**config.mk**
```make
export PLATFORM = sky130hd
export DESIGN_NAME = u409_autoconfig_flat
export DESIGN_NICKNAME = d
export VERILOG_FILES = /design/src/rtl/u409_autoconfig_if.sv /design/src/rtl/u409_autoconfig.sv /design/src/flat_wrapper.sv
export SDC_FILE = /design/constraint.sdc
export NUM_CORES = 1
export LEC_CHECK = 0
export BUFFER_PORTS_ARGS = -buffer_cell sky130_fd_sc_hd__buf_4
export CAP_MARGIN = 20
export CORE_ASPECT_RATIO = 1.2
export CORE_MARGIN = 4
export CORE_UTILIZATION = 50
export DETAILED_ROUTE_END_ITERATION = 10
export GPL_ROUTABILITY_DRIVEN = 1
export PLACE_DENSITY_LB_ADDON = 0.2
export REMOVE_ABC_BUFFERS = 1
export SLEW_MARGIN = 20
export SYNTH_ARGS = -nofsm -noshare
export SYNTH_HDL_FRONTEND = slang
export SYNTH_SLANG_ARGS = --single-unit
export TNS_END_PERCENT = 50
```
**constraint.sdc**
```tcl
create_clock -name CLK40 -period 2.3 [get_ports CLK40]
set_input_delay 0.46 -clock CLK40 [delete_from_list [all_inputs] [get_ports CLK40]]
set_output_delay 0.46 -clock CLK40 [all_outputs]
set_load 0.005 [all_outputs]
```
**src/rtl/u409_autoconfig_if.sv**
```systemverilog
// CPU-side AUTOCONFIG bus bundle for the U409 responder: decoder select,
// 68040 transfer control, config-space address and the D[31:24] data lane.
interface u409_autoconfig_if;
    logic       AUTOCONFIG_SPACE;
    logic       TSn;
    logic       RnW;
    logic [6:0] A;
    logic [7:0] D_IN;
    logic [3:0] D_OUT;
    logic       D_OE;
    logic       TACKn;

    modport master (
        output AUTOCONFIG_SPACE, TSn, RnW, A, D_IN,
        input  D_OUT, D_OE, TACKn
    );

    modport slave (
        input  AUTOCONFIG_SPACE, TSn, RnW, A, D_IN,
        output D_OUT, D_OE, TACKn
    );
endinterface

```
**src/rtl/u409_autoconfig.sv**
```systemverilog
// AUTOCONFIG responder for the three U409 boards (bridge, LIDE, Prometheus):
// serves nibble ROM reads and captures the base addresses Kickstart assigns.
module u409_autoconfig #(
    parameter logic [15:0] MFG_ID      = 16'h082C,
    parameter logic [7:0]  BRIDGE_PROD = 8'h01,
    parameter logic [7:0]  LIDE_PROD   = 8'h02,
    parameter logic [7:0]  PRO_PROD    = 8'h03
) (
    input  logic                     CLK40,
    input  logic                     RESETn,
    u409_autoconfig_if.slave         bus,
    output logic                     CFGOUTn,
    output logic                     CONFIGURED,
    output logic [7:0]               BRIDGE_BASE,
    output logic [6:0]               LIDE_BASE,
    output logic [2:0]               PRO_BASE
);

    typedef enum logic [1:0] {CH_BRIDGE, CH_LIDE, CH_PRO, CH_DONE} chain_t;
    typedef enum logic [1:0] {CY_IDLE, CY_WAIT, CY_ACK} cyc_t;

    chain_t     r_chain, w_chain_nxt;
    cyc_t       r_cyc, w_cyc_nxt;
    logic       r_phase;
    logic [6:0] r_a;
    logic       r_rnw;
    logic [3:0] r_lownib;
    logic [7:0] r_bridge_base;
    logic [6:0] r_lide_base;
    logic [2:0] r_pro_base;

    logic [7:0] w_off;
    logic       w_start, w_commit, w_cfg, w_shut, w_adv;
    logic [7:0] w_type, w_prod, w_flags;
    logic [3:0] w_nib;
    logic       w_unused_din;

    // Only the high nibble of the data lane carries AUTOCONFIG write data.
    assign w_unused_din = ^bus.D_IN[3:0];

    assign w_off    = {r_a, 1'b0};
    assign w_start  = (r_cyc == CY_IDLE) && !bus.TSn && bus.AUTOCONFIG_SPACE
                      && (r_chain != CH_DONE);
    assign w_commit = (r_cyc == CY_WAIT) && r_phase && !r_rnw;
    assign w_cfg    = w_commit &&
                      (((w_off == 8'h48) && ((r_chain == CH_BRIDGE) || (r_chain == CH_LIDE))) ||
                       ((w_off == 8'h44) && (r_chain == CH_PRO)));
    assign w_shut   = w_commit && (w_off == 8'h4C);
    assign w_adv    = w_cfg || w_shut;

    always_ff @(posedge CLK40) begin
        if (!RESETn) begin
            r_chain <= CH_BRIDGE;
            r_cyc   <= CY_IDLE;
        end else begin
            r_chain <= w_chain_nxt;
            r_cyc   <= w_cyc_nxt;
        end
    end

    always_comb begin
        w_chain_nxt = r_chain;
        if (w_adv) begin
            case (r_chain)
                CH_BRIDGE: w_chain_nxt = CH_LIDE;
                CH_LIDE:   w_chain_nxt = CH_PRO;
                default:   w_chain_nxt = CH_DONE;
            endcase
        end
    end

    // WAIT spans two clocks (r_phase 0 then 1) so TACKn lands two edges after TS.
    always_comb begin
        w_cyc_nxt = r_cyc;
        case (r_cyc)
            CY_IDLE: if (w_start) w_cyc_nxt = CY_WAIT;
            CY_WAIT: if (r_phase) w_cyc_nxt = CY_ACK;
            default: w_cyc_nxt = CY_IDLE;
        endcase
    end

    always_ff @(posedge CLK40) begin
        if (!RESETn) begin
            r_phase       <= 1'b0;
            r_a           <= '0;
            r_rnw         <= 1'b0;
            r_lownib      <= '0;
            r_bridge_base <= '0;
            r_lide_base   <= '0;
            r_pro_base    <= '0;
        end else begin
            r_phase <= (r_cyc == CY_WAIT) && !r_phase;
            if (w_start) begin
                r_a   <= bus.A;
                r_rnw <= bus.RnW;
            end
            if (w_adv)
                r_lownib <= '0;
            else if (w_commit && (w_off == 8'h4A) &&
                     ((r_chain == CH_BRIDGE) || (r_chain == CH_LIDE)))
                r_lownib <= bus.D_IN[7:4];
            if (w_cfg && (r_chain == CH_BRIDGE))
                r_bridge_base <= {bus.D_IN[7:4], r_lownib};
            if (w_cfg && (r_chain == CH_LIDE))
                r_lide_base <= {bus.D_IN[7:4], r_lownib[3:1]};
            if (w_cfg && (r_chain == CH_PRO))
                r_pro_base <= bus.D_IN[7:5];
        end
    end

    always_comb begin
        case (r_chain)
            CH_BRIDGE: begin w_type = 8'hC1; w_prod = BRIDGE_PROD; w_flags = 8'h00; end
            CH_LIDE:   begin w_type = 8'hC2; w_prod = LIDE_PROD;   w_flags = 8'h00; end
            CH_PRO:    begin w_type = 8'h85; w_prod = PRO_PROD;    w_flags = 8'h30; end
            default:   begin w_type = 8'h00; w_prod = 8'h00;       w_flags = 8'h00; end
        endcase
    end

    // er_type is stored true; every other ROM nibble reads back inverted.
    always_comb begin
        case (w_off)
            8'h00:   w_nib = w_type[7:4];
            8'h02:   w_nib = w_type[3:0];
            8'h04:   w_nib = ~w_prod[7:4];
            8'h06:   w_nib = ~w_prod[3:0];
            8'h08:   w_nib = ~w_flags[7:4];
            8'h0A:   w_nib = ~w_flags[3:0];
            8'h10:   w_nib = ~MFG_ID[15:12];
            8'h12:   w_nib = ~MFG_ID[11:8];
            8'h14:   w_nib = ~MFG_ID[7:4];
            8'h16:   w_nib = ~MFG_ID[3:0];
            default: w_nib = 4'hF;
        endcase
    end

    always_comb begin
        bus.TACKn  = (r_cyc != CY_ACK);
        bus.D_OE   = r_rnw && (((r_cyc == CY_WAIT) && r_phase) || (r_cyc == CY_ACK));
        bus.D_OUT  = bus.D_OE ? w_nib : 4'h0;
        CONFIGURED = (r_chain == CH_DONE);
        CFGOUTn    = (r_chain != CH_DONE);
    end

    assign BRIDGE_BASE = r_bridge_base;
    assign LIDE_BASE   = r_lide_base;
    assign PRO_BASE    = r_pro_base;

endmodule

```
**src/flat_wrapper.sv**
```systemverilog
// flat-port wrapper written by rule: the top's interface ports become plain ports
module u409_autoconfig_flat 
#(
    parameter logic [15:0] MFG_ID      = 16'h082C,
    parameter logic [7:0]  BRIDGE_PROD = 8'h01,
    parameter logic [7:0]  LIDE_PROD   = 8'h02,
    parameter logic [7:0]  PRO_PROD    = 8'h03
)
  (CLK40, RESETn, CFGOUTn, CONFIGURED, BRIDGE_BASE, LIDE_BASE, PRO_BASE, bus_AUTOCONFIG_SPACE, bus_TSn, bus_RnW, bus_A, bus_D_IN, bus_D_OUT, bus_D_OE, bus_TACKn);
  u409_autoconfig_if bus_i ();
  input  logic CLK40;
  input  logic RESETn;
  output logic CFGOUTn;
  output logic CONFIGURED;
  output logic [7:0] BRIDGE_BASE;
  output logic [6:0] LIDE_BASE;
  output logic [2:0] PRO_BASE;
  input wire logic [$bits(bus_i.AUTOCONFIG_SPACE)-1:0] bus_AUTOCONFIG_SPACE;
  input wire logic [$bits(bus_i.TSn)-1:0] bus_TSn;
  input wire logic [$bits(bus_i.RnW)-1:0] bus_RnW;
  input wire logic [$bits(bus_i.A)-1:0] bus_A;
  input wire logic [$bits(bus_i.D_IN)-1:0] bus_D_IN;
  output wire logic [$bits(bus_i.D_OUT)-1:0] bus_D_OUT;
  output wire logic [$bits(bus_i.D_OE)-1:0] bus_D_OE;
  output wire logic [$bits(bus_i.TACKn)-1:0] bus_TACKn;
  assign bus_i.AUTOCONFIG_SPACE = bus_AUTOCONFIG_SPACE;
  assign bus_i.TSn = bus_TSn;
  assign bus_i.RnW = bus_RnW;
  assign bus_i.A = bus_A;
  assign bus_i.D_IN = bus_D_IN;
  assign bus_D_OUT = bus_i.D_OUT;
  assign bus_D_OE = bus_i.D_OE;
  assign bus_TACKn = bus_i.TACKn;
  u409_autoconfig #(.MFG_ID(MFG_ID), .BRIDGE_PROD(BRIDGE_PROD), .LIDE_PROD(LIDE_PROD), .PRO_PROD(PRO_PROD)) u_core (.CLK40(CLK40), .RESETn(RESETn), .bus(bus_i), .CFGOUTn(CFGOUTn), .CONFIGURED(CONFIGURED), .BRIDGE_BASE(BRIDGE_BASE), .LIDE_BASE(LIDE_BASE), .PRO_BASE(PRO_BASE));
endmodule
```
==> results of run 1 <==
-- power breakdown --
group          leakage (nW)  switching, mW  internal [mW]
Sequential            0.286         0.0151          0.614
Combinational         0.598         0.0523         0.0598
Clock                0.0644          0.230          0.432
Total                 0.948          0.297           1.11
-- registers in the layout, summed over array words and instances (netlist names) --
| name | count |
|---|---|
| u_core.BRIDGE_BASE | 8 |
| u_core.LIDE_BASE | 7 |
| u_core.r_a | 7 |
| u_core.r_lownib | 4 |
| u_core.PRO_BASE | 3 |
| u_core.r_chain | 2 |
| u_core.r_cyc | 2 |
| u_core.r_phase | 1 |
| u_core.r_rnw | 1 |
-- final timing paths --
path | from | to | slack [ns] | cells past startpoint
worst max-delay path | u_core.r_chain[0]$_SDFFE_PN0P_ | bus_D_OUT[0] | 0.06 | 7
worst min-delay path | bus_D_IN[6] | u_core.r_lownib[2]$_SDFFE_PP0P_ | 0.43 | 3
worst max register to register | u_core.r_chain[0]$_SDFFE_PN0P_ | u_core.r_lownib[1]$_SDFFE_PP0P_ | 0.53 | 7
worst min register to register | u_core.r_phase$_SDFF_PN0_ | u_core.r_phase$_SDFF_PN0_ | 0.45 | 1
-- worst max-delay path: stages, from the launching register on --
cell,delay (ns)
sky130_fd_sc_hd__dfxtp_4,0.37
sky130_fd_sc_hd__inv_2,0.06
sky130_fd_sc_hd__ha_1,0.20
sky130_fd_sc_hd__o21bai_1,0.18
sky130_fd_sc_hd__mux2_4,0.34
sky130_fd_sc_hd__o21ai_4,0.13
sky130_fd_sc_hd__a21oi_2,0.07
sky130_fd_sc_hd__buf_4,0.15
-- kinds of logic (layout without fill, tap and decap cells) --
group | after synthesis | in the layout | share of synthesized area (%)
fa+ha+maj | 6 | 6 | 4.35
compound gates | 23 | 23 | 9.71
flops | 35 | 35 | 40.6
mux | 31 | 31 | 18.0
buf+inv | 19 | 60 | 6.52
simple gates | 67 | 67 | 20.8
-- layer usage --
metal	routed length [µm]	part of all wire, %
met5	0	0
met4	46	1.2
met3	217	5.5
met2	2030	51
met1	1660	42
-- per-stage QoR --
step           std cells  setup slack [ns]  utilization, %
2_1_floorplan        171             0.472               -
6_report             259            0.0588            66.3
3_5_place_dp         251             0.184            60.4
3_3_place_gp         251             0.270            60.4
4_1_cts              259           0.00112            65.2
5_1_grt              259           -0.0201            66.3
-- cell type report --
class                   count  area [µm²]
flip-flops and latches     35         712
clock inverters             3        67.6
repair buffers             43         323
multi-input cells         127         962
fillers                   287        1120
clock buffers               5        68.8
well taps                  37        46.3
inverters                   9        33.8
-- cells in the final DEF, fill, tap and decap left out, types with 2 or more instances in the layout --
| cell | count |
|---|---|
| sky130_fd_sc_hd__mux2i_1 | 30 |
| sky130_fd_sc_hd__inv_1 | 7 |
| sky130_fd_sc_hd__ha_1 | 4 |
| sky130_fd_sc_hd__o211a_1 | 3 |
| sky130_fd_sc_hd__and2_1 | 5 |
| sky130_fd_sc_hd__nor2b_1 | 11 |
| sky130_fd_sc_hd__nor4b_1 | 2 |
| sky130_fd_sc_hd__inv_2 | 2 |
| sky130_fd_sc_hd__nor3b_1 | 2 |
| sky130_fd_sc_hd__dfxtp_4 | 2 |
| sky130_fd_sc_hd__a21oi_1 | 4 |
| sky130_fd_sc_hd__o21ai_1 | 5 |
| sky130_fd_sc_hd__clkbuf_8 | 5 |
| sky130_fd_sc_hd__bufinv_16 | 2 |
| sky130_fd_sc_hd__and3_4 | 2 |
| sky130_fd_sc_hd__nor4_1 | 2 |
| sky130_fd_sc_hd__nor2_1 | 7 |
| sky130_fd_sc_hd__buf_4 | 43 |
| sky130_fd_sc_hd__dfxtp_1 | 30 |
| sky130_fd_sc_hd__nand2_1 | 28 |
| sky130_fd_sc_hd__dfxtp_2 | 3 |
-- what timing repair did --
action | in CTS | in global routing
pin swaps | 0 | 1
hold buffers | 0 | 0
setup endpoints to repair | 2 | 3
gates resized for setup | 7 | 12
==> Flow_metrics.wiki, run 1 <==
{| class="wikitable"
! Metric !! Value
|-
| Buffers on Ports || 41
|-
| Global placement routability congestion || 0.794
|-
| Total global routing overflow || 0
|-
| DR vias/cell || 5.39
|-
| Starting density of the core || 51.7%
|-
| Distinct cells, synth || 38
|-
| Antenna violations before repair || 0
|-
| Fmax || 0.446 GHz
|-
| Met2 Track Usage GR || 32.0%
|-
| Fraction of final layout cells sized beyond drive strength 1 || 30.6%
|-
| Number of ports placed on the die boundary || 46
|-
| Type of the worst setup path || register to output pin
|-
| Global routing met3 resource utilization || 5.87%
|-
| Maximum root-to-sink buffer count || 2
|-
| Proportion of synthesized chip area in sequential cells || 40.6%
|-
| Total routed wirelength || 3950 µm
|-
| Post-route cell area || 0.00221 mm²
|-
| Post-CTS setup buffers || 0
|-
| Synthesized area || 0.00173 mm²
|-
| Part of the cycle the worst path needs || 97.4%
|-
| Worst-margin pin slew || 0.525 ns
|-
| Number of enable-type register cells in the synthesized netlist || 0
|-
| Number of iterations in the first detailed-routing pass || 4
|-
| Critical path capture point type || output pin
|-
| Register bit total from synthesis || 35
|-
| Area delta synth->final || 28.2%
|-
| Nets || 247
|-
| Final setup TNS || 0 ns
|-
| Floorplan die area || 0.00446 mm²
|-
| Wire length of the first global-routing pass || 6590 µm
|-
| Clock Latency Late Sink || 0.29 ns
|-
| Number of DRC markers after the initial detailed-route iteration || 44
|-
| Number of placement rows || 23
|-
| Number of antenna cells inserted || 0
|-
| Data required time of the worst path || 1.84 ns
|-
| CTS tree || yes
|-
| Overall fraction of global-route tracks in use || 19.6%
|-
| Top area cells in the synthesized netlist || sky130_fd_sc_hd__dfxtp_1 (41%), sky130_fd_sc_hd__mux2i_1 (17%), sky130_fd_sc_hd__nand2_1 (6.1%)
|-
| Clock sinks || 35
|-
| DR DRC count || 0
|-
| Tightest slew margin relative to the limit || 64.5%
|-
| Yosys warning count || 0
|-
| X dimension of the die || 61.6 µm
|-
| Final Total Pwr || 1.40 mW
|-
| Cell type with the largest total area after synthesis || sky130_fd_sc_hd__dfxtp_1
|-
| Power per cell area || 634 mW/mm²
|-
| Critical path launch point type || register
|-
| Routed vias || 1396
|-
| Library cell used as clock root buffer || sky130_fd_sc_hd__clkbuf_8
|-
| Leakage component of the power || 0.948 nW
|-
| Async set or reset register ratio after synthesis || 0%
|-
| Crit path DAT || 1.78 ns
|-
| Worst hold path class || primary input to register
|-
| Placed cell areas || 0.00202 mm²
|-
| Shortest clock period the worst path allows after layout || 2.24 ns
|-
| Estimated wirelength of the detail-placed design || 2870 µm
|-
| Largest net degree at the start of global routing || 41
|-
| CTS clock-pin slew for the worst setup and hold paths || 0.08 ns
|-
| Most frequently used flop master after synthesis || sky130_fd_sc_hd__dfxtp_1
|-
| Most repeated cell in the gate-level netlist after synthesis || sky130_fd_sc_hd__dfxtp_1
|-
| Die outline height || 72.4 µm
|-
| Maximum Capacitance Violations || 0
|-
| Global route hottest layer || met2
|-
| Outcome || complete, no violations
|-
| Met1 global-route usage || 24.6%
|-
| Worst hold slack after final layout || 0.426 ns
|-
| Top cells by count, synth || sky130_fd_sc_hd__dfxtp_1 (35), sky130_fd_sc_hd__mux2i_1 (30), sky130_fd_sc_hd__nand2_1 (28)
|-
| Final max-slew violation count || 0
|-
| Number of CTS-inserted buffers || 5
|-
| Final setup skew || 0.00801 ns
|-
| Vias in the first global route || 1449
|-
| Mean instance size in the synthesized netlist || 9.54 µm²
|-
| Final count of hold timing violations || 0
|-
| Count of antenna-violating nets left after detailed routing || 0
|-
| Maximum resistive drop on vdd || 0.000527 V
|-
| Max Fanout on Critical Path || 4
|-
| Level count of the clock H-tree || 2
|-
| Share of the synthesized area in the top cell type || 40.6%
|-
| Number of failing setup endpoints in the final timing report || 0
|-
| Core region area || 0.00334 mm²
|-
| Post-Syn Instances || 181
|-
| Post-detailed-route wirelength per cell || 15.3 µm
|}
(Power assumes the default switching activity.)
==> run 2: changes to the inputs <==
Settings changed: ABC_CLOCK_PERIOD_IN_PS from default to 2300, RECOVER_POWER from default to 25.
==> run 2 against run 1 <==
Combinational power about the same. Total power about the same. Fmax decreased by 0.15%. Critical endpoint unchanged.
==> Flow_metrics.wiki, run 2 (synthesized netlist as in run 1, its figures left out) <==
{| class="wikitable"
! Metric !! Value
|-
| Buffers on Ports || 41
|-
| Largest net degree at the start of global routing || 41
|-
| Leading cell types in the layout, fill and taps excluded || sky130_fd_sc_hd__mux2i_1 (30), sky130_fd_sc_hd__buf_4 (30), sky130_fd_sc_hd__dfxtp_1 (30)
|-
| Routed vias || 1401
|-
| Type of the worst setup path || register to output pin
|-
| CTS tree || yes
|-
| Internal power || 1.11 mW
|-
| R2r startpoint || u_core.r_chain[0]$_SDFFE_PN0P_
|-
| CTS clock-pin slew for the worst setup and hold paths || 0.07 ns
|-
| Filler Cell Count || 288
|-
| Final max-slew violation count || 0
|-
| Estimated wirelength of the detail-placed design || 2870 µm
|-
| Die outline height || 72.4 µm
|-
| Total global routing overflow || 0
|-
| Cell with the largest stage delay on the worst path || sky130_fd_sc_hd__dfxtp_4
|-
| Critical path capture point type || output pin
|-
| Starting density of the core || 51.7%
|-
| Floorplan die area || 0.00446 mm²
|-
| Power per cell area || 634 mW/mm²
|-
| Ordered cell list for the critical path || inv_2, ha_1, o21bai_1, mux2_4, o21ai_4, a21oi_2, buf_4
|-
| Clock Latency Late Sink || 0.29 ns
|-
| Final setup skew || 0.00653 ns
|-
| Worst hold path endpoint || u_core.r_lownib[0]$_SDFFE_PP0P_
|-
| Number of failing setup endpoints in the final timing report || 0
|-
| Worst hold path class || primary input to register
|-
| Switching part of the total || 21.1%
|-
| Hold Path Stages || 3
|-
| DR DRC count || 0
|-
| Overall fraction of global-route tracks in use || 19.6%
|-
| Flip-flop count of the largest register after layout || 8
|-
| Data required time of the worst path || 1.84 ns
|-
| X dimension of the die || 61.6 µm
|-
| Clock sinks || 35
|-
| Startpoint of the tightest hold check path || bus_D_IN[4]
|-
| Nets || 247
|-
| Largest stage delay on the critical path || 0.37 ns
|-
| Clk pwr share || 47.2%
|-
| Tightest slew margin relative to the limit || 52.5%
|-
| Vias in the first global route || 1449
|-
| Level count of the clock H-tree || 2
|-
| DR vias/cell || 5.41
|-
| Met2 Track Usage GR || 32.0%
|-
| Leakage component of the power || 0.941 nW
|-
| Crit path DAT || 1.78 ns
|-
| Global route hottest layer || met2
|-
| Number of cells after detailed placement || 251
|-
| Worst-margin pin slew || 0.713 ns
|-
| Global placement routability congestion || 0.794
|-
| Shortest clock period the worst path allows after layout || 2.24 ns
|-
| Number of iterations in the first detailed-routing pass || 4
|-
| Met1 global-route usage || 24.6%
|-
| Final Instance Count excl. Fillers || 259
|-
| Number of CTS-inserted buffers || 5
|-
| Wire length of the first global-routing pass || 6590 µm
|-
| Number of DRC markers after the initial detailed-route iteration || 55
|-
| Area of all sequential standard cells || 712 µm²
|-
| Count of antenna-violating nets left after detailed routing || 0
|-
| Part of the cycle the worst path needs || 97.6%
|-
| Critical path launch point type || register
|-
| Post-detailed-route wirelength per cell || 15.3 µm
|-
| Area delta synth->final || 28.0%
|-
| Final setup TNS || 0 ns
|-
| Global routing met3 resource utilization || 5.87%
|-
| Worst Reg2Reg Path Length in Cells || 7
|-
| Power spent charging and discharging nets || 0.296 mW
|-
| Final Total Pwr || 1.40 mW
|-
| Multi-input logic area || 962 µm²
|-
| Maximum resistive drop on vdd || 0.000516 V
|-
| Post-CTS setup buffers || 0
|-
| Total routed wirelength || 3960 µm
|-
| Fraction of final layout cells sized beyond drive strength 1 || 30.6%
|-
| Outcome || complete, no violations
|-
| Maximum root-to-sink buffer count || 2
|-
| Antenna violations before repair || 0
|-
| Comb pwr share || 8.0%
|-
| Library cell used as clock root buffer || sky130_fd_sc_hd__clkbuf_8
|-
| Number of antenna cells inserted || 0
|-
| Core region area || 0.00334 mm²
|-
| Final count of hold timing violations || 0
|-
| Max Fanout on Critical Path || 4
|-
| Maximum Capacitance Violations || 0
|-
| Number of ports placed on the die boundary || 46
|-
| Fmax || 0.445 GHz
|-
| Hold buffer count at cts || 0
|-
| Crit Reg-Reg Endpoint || u_core.r_lownib[1]$_SDFFE_PP0P_
|-
| Flop2flop setup slack || 0.50 ns
|-
| Number of placement rows || 23
|-
| Fraction of power consumed by sequential logic || 44.9%
|}
## run 2: changes by cell type in the layout (fill, tap and decap cells not counted)
cell	before	now
sky130_fd_sc_hd__buf_4	43	30
sky130_fd_sc_hd__clkbuf_2	0	1
sky130_fd_sc_hd__clkbuf_4	0	12
## run 2: power by group through the flow
stage	sequential (mW)	combinational (mW)	clock, mW
3_5_place_dp	0.643	0.102	0
5_1_grt	0.630	0.122	0.705
6_report	0.629	0.112	0.661
3_3_place_gp	0.642	0.0972	0
4_1_cts	0.629	0.104	0.670
2_1_floorplan	0.639	0.0581	0
## run 2: final cells by class
type	instances	share of cell area, %
multi-input combinational	127	43.5
sequential	35	32.2
timing repair buffer	43	14.5
clock buffer	5	3.11
clock inverter	3	3.06
tap	37	2.09
inverter	9	1.53
## run 2: repair_timing
action	in CTS	in global routing
gates resized for setup	7	12
setup endpoints to repair	2	3
pin swaps	0	1
## run 2: per-layer routing
metal	vias to the layer above	part of all wire [%]
met2	30	52
li1	705	-
met1	660	42
met3	6	4.9
met5	-	0
met4	0	1.2
## run 2: metrics by stage
stage                     utilization, %  hold slack [ns]  area (µm²)  setup slack (ns)
after floorplan                        -            0.403        1650             0.472
after global placement              60.4            0.411        2020             0.270
after detailed placement            60.4            0.434        2020             0.184
after CTS                           65.2            0.421        2180           0.00112
after global routing                66.2            0.430        2210           -0.0201
final                               66.2            0.426        2210            0.0553
## run 2: worst max-delay path, delay by kind of cell, from the launching register on
family / cells / cell delay [ns]
muxes: 1 / 0.34
AOI/OAI and AO/OA: 3 / 0.38
adders and majority gates: 1 / 0.20
buffers and inverters: 2 / 0.21
DFF: 1 / 0.37
## run 2: worst max path at each step
| stage | endpoint | depth (start not counted) | start | slack [ns] |
|---|---|---|---|---|
| finish | bus_D_OUT[0] | 7 | u_core.r_chain[0]$_SDFFE_PN0P_ | 0.06 |
| global placement | bus_D_OUT[0] | 7 | u_core.r_chain[0]$_SDFFE_PN0P_ | 0.27 |
| CTS | bus_D_OUT[0] | 7 | u_core.r_chain[1]$_SDFFE_PN0P_ | 0.001 |
| floorplan | bus_D_OUT[0] | 6 | u_core.r_chain[0]$_SDFFE_PN0P_ | 0.47 |
| detailed placement | bus_D_OUT[0] | 7 | u_core.r_chain[0]$_SDFFE_PN0P_ | 0.18 |
| global route | bus_D_OUT[0] | 7 | u_core.r_chain[0]$_SDFFE_PN0P_ | -0.02 |
==> run 3: changes to the inputs <==
Settings changed: ABC_CLOCK_PERIOD_IN_PS 2300 to 2700, CORE_ASPECT_RATIO 1.2 to default.
Clock period 2.3 ns to 2.7 ns, I/O delays scaled along.
==> run 3 against run 2 <==
Total power decreased by 37%. Routed wire length decreased by 9.7%. Cell count up 2.7%. Largest cell class unchanged. Register-to-register slack gained 0.38 ns. Sequential power decreased by 15%. Clock skew increased by 0.0025 ns. Non-clock buffer count decreased by 2. Setup slack better by 0.13 ns. Flip-flop and latch count unchanged.
==> Flow_metrics.wiki, run 3 (synthesized netlist as in run 1, its figures left out) <==
{| class="wikitable"
! Metric !! Value
|-
| Outcome || complete, no violations
|-
| Routed vias || 1350
|-
| Number of antenna cells inserted || 0
|-
| Level count of the clock H-tree || 2
|-
| Final setup TNS || 0 ns
|-
| Power per cell area || 429 mW/mm²
|-
| Fraction of final layout cells sized beyond drive strength 1 || 24.1%
|-
| Type of the worst setup path || register to output pin
|-
| Starting density of the core || 51.7%
|-
| Critical path launch point type || register
|-
| Maximum resistive drop on vdd || 0.000312 V
|-
| Internal power || 0.668 mW
|-
| Number of gates given a new drive strength after cts || 0
|-
| Comb pwr share || 9.3%
|-
| Antenna violations before repair || 0
|-
| Worst Reg2Reg Path Length in Cells || 5
|-
| Nets || 245
|-
| Overall fraction of global-route tracks in use || 17.9%
|-
| Number of CTS-inserted buffers || 5
|-
| Crit path DAT || 1.98 ns
|-
| Worst-margin pin slew || 1.48 ns
|-
| Final max-slew violation count || 0
|-
| Startpoint of the tightest hold check path || u_core.r_phase$_SDFF_PN0_
|-
| Switching part of the total || 24.4%
|-
| Wire length of the first global-routing pass || 6040 µm
|-
| Die outline height || 66.8 µm
|-
| DR vias/cell || 5.08
|-
| Unrepaired setup endpoints after global routing || false
|-
| Estimated wirelength of the detail-placed design || 2710 µm
|-
| Worst hold path class || register to register
|-
| Total global routing overflow || 0
|-
| Critical path capture point type || output pin
|-
| Final count of hold timing violations || 0
|-
| Part of the cycle the worst path needs || 93.2%
|-
| Floorplan die area || 0.00446 mm²
|-
| Post-detailed-route wirelength per cell || 13.4 µm
|-
| Area delta synth->final || 19.4%
|-
| Shortest clock period the worst path allows after layout || 2.52 ns
|-
| Count of antenna-violating nets left after detailed routing || 0
|-
| Crit Reg-Reg Endpoint || u_core.r_a[3]$_SDFFE_PN0P_
|-
| Fmax || 0.397 GHz
|-
| Flop2flop setup slack || 0.88 ns
|-
| Data required time of the worst path || 2.16 ns
|-
| Largest net degree at the start of global routing || 41
|-
| Worst hold path endpoint || u_core.r_phase$_SDFF_PN0_
|-
| Global placement routability congestion || 0.821
|-
| Flip-flop count of the largest register after layout || 8
|-
| X dimension of the die || 66.8 µm
|-
| Most frequent standard cell in the layout excluding fill and tap cells || sky130_fd_sc_hd__dfxtp_1
|-
| Post-CTS setup buffers || 0
|-
| Hold buffer count at cts || 0
|-
| Tightest slew margin relative to the limit || 1.07%
|-
| Vias in the first global route || 1349
|-
| Hold Path Stages || 1
|-
| Max Fanout on Critical Path || 6
|-
| Final Total Pwr || 0.884 mW
|-
| CTS tree || yes
|-
| Leakage component of the power || 0.880 nW
|-
| Library cell used as clock root buffer || sky130_fd_sc_hd__clkbuf_4
|-
| Number of failing setup endpoints in the final timing report || 0
|-
| Clock sinks || 35
|-
| Total routed wirelength || 3580 µm
|-
| Filler Cell Count || 329
|-
| DR DRC count || 0
|-
| Clk pwr share || 30.0%
|-
| Number of DRC markers after the initial detailed-route iteration || 85
|-
| CTS clock-pin slew for the worst setup and hold paths || 0.10 ns
|-
| R2r startpoint || u_core.r_chain[0]$_SDFFE_PN0P_
|-
| Clock Latency Late Sink || 0.33 ns
|-
| Number of placement rows || 21
|-
| Power spent charging and discharging nets || 0.215 mW
|-
| Core region area || 0.00334 mm²
|-
| Number of iterations in the first detailed-routing pass || 4
|-
| Buffers on Ports || 41
|-
| Number of ports placed on the die boundary || 46
|-
| Maximum root-to-sink buffer count || 2
|-
| Fraction of power consumed by sequential logic || 60.7%
|-
| Final setup skew || 0.00900 ns
|-
| Leading cell types in the layout, fill and taps excluded || sky130_fd_sc_hd__dfxtp_1 (33), sky130_fd_sc_hd__mux2i_1 (30), sky130_fd_sc_hd__nand2_1 (28)
|-
| Maximum Capacitance Violations || 0
|}
==> run 3: worst max-delay path, stage by stage (launching register included) <==
cell and delay, ns:
sky130_fd_sc_hd__dfxtp_2 0.37, sky130_fd_sc_hd__inv_1 0.09, sky130_fd_sc_hd__ha_1 0.28, sky130_fd_sc_hd__o21bai_1 0.19
sky130_fd_sc_hd__mux2_2 0.35, sky130_fd_sc_hd__o21ai_1 0.12, sky130_fd_sc_hd__a21oi_1 0.09, sky130_fd_sc_hd__buf_4 0.17
==> run 3: worst max-delay path by stage <==
stage / from / end / slack (ns)
2_1_floorplan: u_core.r_chain[0]$_SDFFE_PN0P_ / bus_D_OUT[0] / 0.79
3_3_place_gp: u_core.r_chain[0]$_SDFFE_PN0P_ / bus_D_OUT[0] / 0.55
3_5_place_dp: u_core.r_chain[0]$_SDFFE_PN0P_ / bus_D_OUT[0] / 0.51
4_1_cts: u_core.r_chain[0]$_SDFFE_PN0P_ / bus_D_OUT[0] / 0.12
5_1_grt: u_core.r_chain[0]$_SDFFE_PN0P_ / bus_D_OUT[0] / 0.03
6_report: u_core.r_chain[0]$_SDFFE_PN0P_ / bus_D_OUT[0] / 0.18
==> run 3: final cells by class <==
type / instances / area (µm²) / share of cell area, %
multi-input combinational: 127 / 913 / 44.3
inverter: 9 / 33.8 / 1.64
timing repair buffer: 41 / 300 / 14.6
sequential: 35 / 703 / 34.1
clock buffer: 6 / 41.3 / 2.00
tap: 46 / 57.6 / 2.79
clock inverter: 2 / 12.5 / 0.607
==> run 3: per-stage QoR <==
| stage | instance area, µm² | util, % | std cells | setup WS [ns] | hold WS (ns) |
|---|---|---|---|---|---|
| 3_5_place_dp | 2010 | 60.3 | 258 | 0.515 | 0.429 |
| 2_1_floorplan | 1650 | - | 171 | 0.792 | 0.403 |
| 6_report | 2060 | 61.8 | 266 | 0.183 | 0.443 |
| 3_3_place_gp | 2010 | 60.3 | 258 | 0.552 | 0.410 |
| 4_1_cts | 2070 | 61.9 | 266 | 0.120 | 0.442 |
| 5_1_grt | 2060 | 61.8 | 266 | 0.0290 | 0.464 |
==> run 3: per-layer routing <==
metal / GRT usage [%] / up-vias / part of all wire [%]
li1: - / 694 / -
met1: 22.2 / 622 / 47
met2: 29.6 / 30 / 47
met3: 5.40 / 4 / 4.9
met4: 5.33 / 0 / 1.2
met5: 0 / - / 0
==> run 3: power by group through the flow <==
stage	clock [mW]	combinational, mW	sequential [mW]
2_1_floorplan	0	0.0495	0.544
3_3_place_gp	0	0.0800	0.548
3_5_place_dp	0	0.0831	0.548
4_1_cts	0.281	0.0833	0.536
5_1_grt	0.303	0.0911	0.538
6_report	0.265	0.0826	0.536
